### config.mk
export PLATFORM = sky130hd
export DESIGN_NAME = serial_adder_n
export DESIGN_NICKNAME = d
export VERILOG_FILES = /design/src/rtl/serial_adder_n.sv
export SDC_FILE = /design/constraint.sdc
export NUM_CORES = 1
export LEC_CHECK = 0
export ABC_AREA = 1
export CAP_MARGIN = 40
export CORE_ASPECT_RATIO = 0.7
export CORE_MARGIN = 5
export CORE_UTILIZATION = 50
export DETAILED_ROUTE_END_ITERATION = 16
export GPL_TIMING_DRIVEN = 0
export PLACE_DENSITY = 0.81
export SKIP_LAST_GASP = 1
export SYNTH_ARGS = -nofsm -noshare
export SYNTH_HDL_FRONTEND = slang
export SYNTH_SLANG_ARGS = --single-unit
### constraint.sdc
create_clock -name clk -period 5.3 [get_ports clk]
set_clock_uncertainty 0.05 [all_clocks]
set_input_delay 0.53 -clock clk [delete_from_list [all_inputs] [get_ports clk]]
set_output_delay 0.53 -clock clk [all_outputs]
set_load 0.005 [all_outputs]
### src/rtl/serial_adder_n.sv
// Chunk-serial adder/subtractor: WIDTH-bit operands summed CHUNK bits per clock, LSB first.
// Optional `SERIAL_ADDER_OVF_EN adds a signed-overflow output (ovf).
module serial_adder_n #(
  parameter int WIDTH = 8,
  parameter int CHUNK = 2
) (
  input  logic             clk,
  input  logic             rst_n,
  input  logic             start,
  input  logic             sub,
  input  logic [WIDTH-1:0] a,
  input  logic [WIDTH-1:0] b,
  input  logic             cin,
  output logic             busy,
  output logic             done,
  output logic [WIDTH-1:0] sum,
  output logic             cout
`ifdef SERIAL_ADDER_OVF_EN
  ,
  output logic             ovf
`endif
);

  localparam int N     = WIDTH / CHUNK;
  localparam int CNT_W = (N > 1) ? $clog2(N) : 1;

  localparam logic [1:0] IDLE = 2'd0;
  localparam logic [1:0] RUN  = 2'd1;
  localparam logic [1:0] DONE = 2'd2;

  localparam logic [WIDTH-1:0] CMASK = {WIDTH{1'b1}} >> (WIDTH - CHUNK);

  logic [1:0]       state;
  logic [CNT_W-1:0] cnt;
  logic [WIDTH-1:0] opa;
  logic [WIDTH-1:0] opb;
  logic             carry;

  logic [WIDTH-1:0] a_sh;
  logic [WIDTH-1:0] b_sh;
  logic [CHUNK:0]   res;
  logic [WIDTH-1:0] sum_nxt;
  logic             last;

  function automatic logic [CHUNK:0] add_chunk(input logic [CHUNK-1:0] x,
                                               input logic [CHUNK-1:0] y,
                                               input logic             c);
    return {1'b0, x} + {1'b0, y} + {{CHUNK{1'b0}}, c};
  endfunction

  // Chunk datapath: select the current chunk of each operand and merge the result into sum
  always_comb begin
    a_sh    = opa >> (int'(cnt) * CHUNK);
    b_sh    = opb >> (int'(cnt) * CHUNK);
    res     = add_chunk(a_sh[CHUNK-1:0], b_sh[CHUNK-1:0], carry);
    sum_nxt = (sum & ~(CMASK << (int'(cnt) * CHUNK)))
            | (WIDTH'(res[CHUNK-1:0]) << (int'(cnt) * CHUNK));
    last    = (cnt == CNT_W'(N - 1));
  end

  always_ff @(posedge clk or negedge rst_n) begin
    if (!rst_n) begin
      state <= IDLE;
      cnt   <= '0;
      opa   <= '0;
      opb   <= '0;
      carry <= 1'b0;
      sum   <= '0;
      cout  <= 1'b0;
`ifdef SERIAL_ADDER_OVF_EN
      ovf   <= 1'b0;
`endif
    end else begin
      case (state)
        IDLE, DONE: begin
          if (start) begin
            // Subtraction is a + ~b + 1: invert B once and seed the carry with 1
            opa   <= a;
            opb   <= sub ? ~b : b;
            carry <= sub | cin;
            cnt   <= '0;
            state <= RUN;
          end else begin
            state <= IDLE;
          end
        end
        RUN: begin
          sum   <= sum_nxt;
          carry <= res[CHUNK];
          cnt   <= cnt + 1'b1;
          if (last) begin
            cout  <= res[CHUNK];
`ifdef SERIAL_ADDER_OVF_EN
            // Carry into the MSB recovered from its sum bit and operand bits
            ovf   <= (opa[WIDTH-1] ^ opb[WIDTH-1] ^ res[CHUNK-1]) ^ res[CHUNK];
`endif
            state <= DONE;
          end
        end
        default: state <= IDLE;
      endcase
    end
  end

  assign busy = (state == RUN);
  assign done = (state == DONE);

endmodule

# After elaboration in Yosys (flattened, before gate mapping)
# Cells that the tools add are included.
# word_totals
reg_bits	30
elab_cells	38
inputBits	21
out_inout_bits	11
# classes
shift	4
n_reduce_logical	6
n_addsub	3
n_eq_ne	5
n_mux	8
bitwise_logic	5
# op_table
cell	count
NOT 8 bit	2
>> shifter 8 x 3 -> 2 bit	2
AND 8 bit	1
2-to-1 mux 8 bit	1
bitwise OR 8 bit	1
one-hot mux 2 bit (2 select lines)	2
<< shifter 2 x 3 -> 8 bit	1
<< shifter 2 x 3 -> 8 bit (first input constant)	1
AND reduction 2 bit	3
equality test 2 bit (second input constant)	2
2-to-1 mux 2 bit	2
adder 2 x 2 -> 3 bit	1
adder 3 x 1 -> 3 bit	1
adder 2 x 1 -> 2 bit (second input constant)	1
equality test 2 x 1 -> 1 bit (second input constant)	1
logical NOT 2 bit	1
2-to-1 mux 1 bit	2
!= test 2 x 1 -> 1 bit (second input constant)	1
!= test 2 bit (second input constant)	1
one-hot mux 1 bit (2 select lines)	1
nonzero test 2 bit	1
OR reduction 2 bit	1
bitwise OR 1 bit	1

# Depth between registers and ports, before layout
# logic_depth
ltp_word	5
ltp_mapped	12
ltp_nobuf	11

# Worst setup path after synthesis
# Ideal clock, no wire load.
# synth_timing
path_type	reg2reg
from	register cnt[0]
to	register sum[5]
synth_period_minus_slack_ns	2.233
n_path_buf	1
t_required_ns	5.185
path_stages_with_launch	11
slack_ns	3.067
arrival_ns	2.117
setup_time_ns	0.065
path_cell_list	dfrtp_1 buf_2 or2_2 nand3_1 nand2_1 fa_1 fa_1 inv_1 nor2_1 nand3_1 nand2_1
# synth_between
elab_chain_len	5
elab_cells_between_ends	9
cone_classes	add/sub (2); shift (4); bitwise (3)
# synth_lines
item	line_no	source
start: declaration	34	logic [CNT_W-1:0] cnt;
start signal: assignment	90	cnt <= cnt + 1'b1;
>> shifter 8 x 3 -> 2 bit (on tied branches)	53, 54	
adder 2 x 2 -> 3 bit	48	return {1'b0, x} + {1'b0, y} + {{CHUNK{1'b0}}, c};
adder 3 x 1 -> 3 bit	48	
<< shifter 2 x 3 -> 8 bit	57	| (WIDTH'(res[CHUNK-1:0]) << (int'(cnt) * CHUNK));
bitwise OR 8 bit (*)	57	
end signal: assignment	88	sum <= sum_nxt;
end: declaration	16	output logic [WIDTH-1:0] sum,
# Mark *: on every way between the ends. The rest lies on a longest branch, timed or not.
# A chain may end at the register's enable or synchronous reset.

# Worst setup path in the final report
# layout_timing
from	register cnt[0]
to	register sum[1]
# The elaborated chain is that of the path after synthesis.

==> PnR_summary.wiki <==
{| class="wikitable"
! Metric !! Value
|-
| Proportion of layout cells with a drive suffix above 1 || about a tenth
|-
| Drt first-iter violations || 95
|-
| Total number of clock tree sinks || 30
|-
| Number of I/O pins || 32
|-
| Library cell with the highest instance count after synthesis || sky130_fd_sc_hd__nand2_1
|-
| Final period utilization || a little under half
|-
| Max Clock Freq || about 0.41 GHz
|-
| Post-placement cell count || approximately 280
|-
| Number of synthesized register bits || 30
|-
| Hold-fix buffers at CTS || 0
|-
| Fill count || between 200 and 300
|-
| Area of the die || approximately 0.0044 mm²
|-
| Buffers inserted by post-CTS timing repair || 0
|-
| Count of input and output buffers || 31
|-
| Core box area || between 0.003 and 0.004 mm²
|-
| Worst voltage drop across the vdd grid || about 0.33 mV
|-
| Via count of the first global-routing pass || approximately 1300
|-
| Global-route wire length before repair || about 6 mm
|-
| Count of TritonRoute iterations in the first routing pass || 4
|-
| Final Routed Wirelength || approximately 3.3 mm
|-
| Max capacitance violation total || 0
|-
| Fin worst setup slack || 2850 ps
|-
| Critical path, cell by cell || buf_2, or2_2, nand3_1, nand2_1, fa_1, fa_1, inv_1, nor2_1, nand3_1, nand2_1
|-
| Setup WS pre-CTS || ~2900 ps
|-
| Most frequently used flop master after synthesis || sky130_fd_sc_hd__dfrtp_1
|-
| Number of gates given a new drive strength after cts || 0
|-
| Async SR Flop Fraction || 100%
|-
| Total number of yosys warnings || 0
|-
| Synthesis-to-layout area growth || 29.2%
|-
| Critical-path cell with the highest stage delay || sky130_fd_sc_hd__fa_1
|-
| Clock buffer depth || 2
|-
| Clock latency of the later-clocked register in the worst-skew pair || 280 ps
|-
| Shortest period the worst path allows || 2450 ps
|-
| Final hold violation count || 0
|-
| Number of standard cells after synthesis || 206
|-
| Mean Syn Cell Area || around 7.7 µm²
|-
| Root Buffer || sky130_fd_sc_hd__clkbuf_8
|-
| Worst path arrival time || around 2600 ps
|-
| Number of pins exceeding their max-slew limit in the final report || 0
|-
| Number of DRC violations after detailed routing || 0
|-
| Worst-path clk slew || roughly 60 ps
|-
| Die H || 57.0 µm
|-
| Leakage component of the power || around 1.1 nW
|-
| Largest area contributor in the synthesized netlist || sky130_fd_sc_hd__dfrtp_1
|-
| Synth top area share || 47.5%
|-
| Part of the Yosys area used for sequential elements || 47.5%
|-
| Met2 wirelength from detailed routing || 1.34 mm
|-
| Row count || 17
|-
| Starting utilization of the core area || roughly 50%
|-
| Number of setup violations in the final report || 0
|-
| Area of combinational cells with multiple inputs || about 700 µm²
|-
| Data required time of the worst path || 5470 ps
|-
| Remaining antenna violation count after routing || 0
|-
| Worst path bufs/invs || 2
|-
| Worst setup path category || register to register
|-
| Top Metal Used || met4
|-
| Class of the tightest hold or removal check || register to register
|-
| Last weighted congestion value of the routability-driven placer || roughly 0.85
|-
| Max FO, Critical Path || 10
|-
| Min Hold Slack || approximately 420 ps
|-
| Top cells by area, synth || sky130_fd_sc_hd__dfrtp_1 (48%), sky130_fd_sc_hd__nand2_1 (20%), sky130_fd_sc_hd__nand3_1 (7.0%)
|-
| Via count || ~1400
|-
| Launching element type of the critical path || register
|-
| Post-synth net total || between 200 and 250
|-
| Worst Max-Slew Pin Slew || slightly below 800 ps
|-
| TritonCTS clock tree || built
|-
| Family with the most delay on the worst path || adder cells
|-
| Number of enable-type register cells in the synthesized netlist || 0
|-
| Routed len/inst || approximately 12 µm
|-
| Areal power density over the cells || ~590 mW/mm²
|-
| Sequential cell area || around 750 µm²
|-
| Distinct cell type count after synthesis || 13
|-
| Status || complete, no violations
|-
| Relative slew slack || a little under half
|-
| Final-stage net count || approximately 270
|-
| Number of non-filler instances in the completed layout || 283
|-
| Post-Layout Inst Area || about 0.0020 mm²
|-
| Largest net degree at the start of global routing || 17
|-
| Post-DP HPWL || 2.55 mm
|-
| Die Width || a little under 80 µm
|-
| Number of levels in the clock H-tree || 2
|-
| Met3 wirelength from detailed routing || roughly 220 µm
|-
| Largest stage delay on the critical path || between 500 and 600 ps
|-
| Via-per-instance ratio || roughly 4.8
|-
| Critical path endpoint category || register
|-
| Setup tns final || 0 ps
|-
| Setup repair after global routing missed its margin || false
|-
| Post-Synthesis Cell Area || 0.00158 mm²
|-
| Number of clock buffers inserted by TritonCTS || 5
|-
| Top cells by instance count after synthesis || sky130_fd_sc_hd__nand2_1 (84), sky130_fd_sc_hd__dfrtp_1 (30), sky130_fd_sc_hd__nand3_1 (22)
|-
| Placed cell areas || between 0.0015 and 0.002 mm²
|-
| Global-route total usage across every layer || between 10% and 20%
|-
| Initial antenna violation count || 0
|-
| Ant. Diodes || 0
|-
| Length of routed wiring on met1 || approximately 1.7 mm
|-
| Total global routing overflow || 0
|}
sequential cells by signal (all words and copies together), names as in the netlist:
register,cells
opa,8
opb,8
sum,8
cnt,2
state,2
carry,1
cout,1
through the flow:
stage / utilization, % / power (W)
global route: 66.2 / 0.00135
floorplan: - / 0.000822
finish: 66.2 / 0.00121
detailed placement: 63.7 / 0.00104
CTS: 66.2 / 0.00122
global placement: 62.8 / 0.00102
worst reg2reg max path, stage by stage (launching register included):
cell and delay, ps:
sky130_fd_sc_hd__dfrtp_1 390, sky130_fd_sc_hd__buf_2 180, sky130_fd_sc_hd__or2_2 320, sky130_fd_sc_hd__nand3_1 80, sky130_fd_sc_hd__nand2_1 80, sky130_fd_sc_hd__fa_1 410, sky130_fd_sc_hd__fa_1 520, sky130_fd_sc_hd__inv_1 50
sky130_fd_sc_hd__nor2_1 140, sky130_fd_sc_hd__nand3_1 110, sky130_fd_sc_hd__nand2_1 70
worst paths after layout:
path,depth (start not counted),startpoint,to,slack (ps)
setup / recovery,10,cnt[0]$_DFFE_PN0P_,sum[1]$_DFFE_PN0P_,2850
hold / removal,2,opa[0]$_DFFE_PN0P_,opa[0]$_DFFE_PN0P_,420
setup reg to reg,10,cnt[0]$_DFFE_PN0P_,sum[1]$_DFFE_PN0P_,2850
hold reg to reg,2,opa[0]$_DFFE_PN0P_,opa[0]$_DFFE_PN0P_,420
max in group asynchronous,2,rst_n,opb[6]$_DFFE_PN0P_,4000
min in group asynchronous,1,rst_n,sum[4]$_DFFE_PN0P_,660
logic make-up after synthesis:
group | Yosys count | share of synthesized area (%)
simple gates | 128 | 34.5
flops | 30 | 47.5
buf+inv | 29 | 8.16
compound gates | 13 | 4.12
fa+ha+maj | 6 | 5.70
final cells by class:
type	count	area share, %
buffer	8	2.45
clock buffer	7	3.74
inverter	21	3.86
multi-input combinational	147	34.3
sequential	30	36.8
tap	38	2.33
timing repair buffer	32	16.5
power breakdown:
part	leakage [nW]	total (W)	internal, W	switching (W)
registers	0.370	0.000407	0.000342	0.0000653
logic	0.655	0.000635	0.000280	0.000355
clock network	0.0383	0.000167	0.0000901	0.0000772
per-layer routing:
metal,global-route usage [%],vias to the layer above
li1,-,706
met1,24.6,608
met2,23.9,36
met3,4.73,8
met4,6.62,0
met5,0,-
layout by cell type, fill, tap and decap left out:
cell,instances
sky130_fd_sc_hd__clkbuf_8,5
sky130_fd_sc_hd__clkbuf_1,2
sky130_fd_sc_hd__or2_2,11
sky130_fd_sc_hd__dfrtp_1,30
sky130_fd_sc_hd__buf_2,4
sky130_fd_sc_hd__ha_1,4
sky130_fd_sc_hd__fa_1,2
sky130_fd_sc_hd__nor2_4,1
sky130_fd_sc_hd__buf_4,4
sky130_fd_sc_hd__inv_1,21
sky130_fd_sc_hd__nor2_1,9
sky130_fd_sc_hd__o21ai_0,13
sky130_fd_sc_hd__or2_1,1
sky130_fd_sc_hd__nand2_1,84
sky130_fd_sc_hd__nand3_1,22
sky130_fd_sc_hd__clkdlybuf4s50_1,31
sky130_fd_sc_hd__buf_16,1
Note: power is estimated with default switching activity, not from simulation.
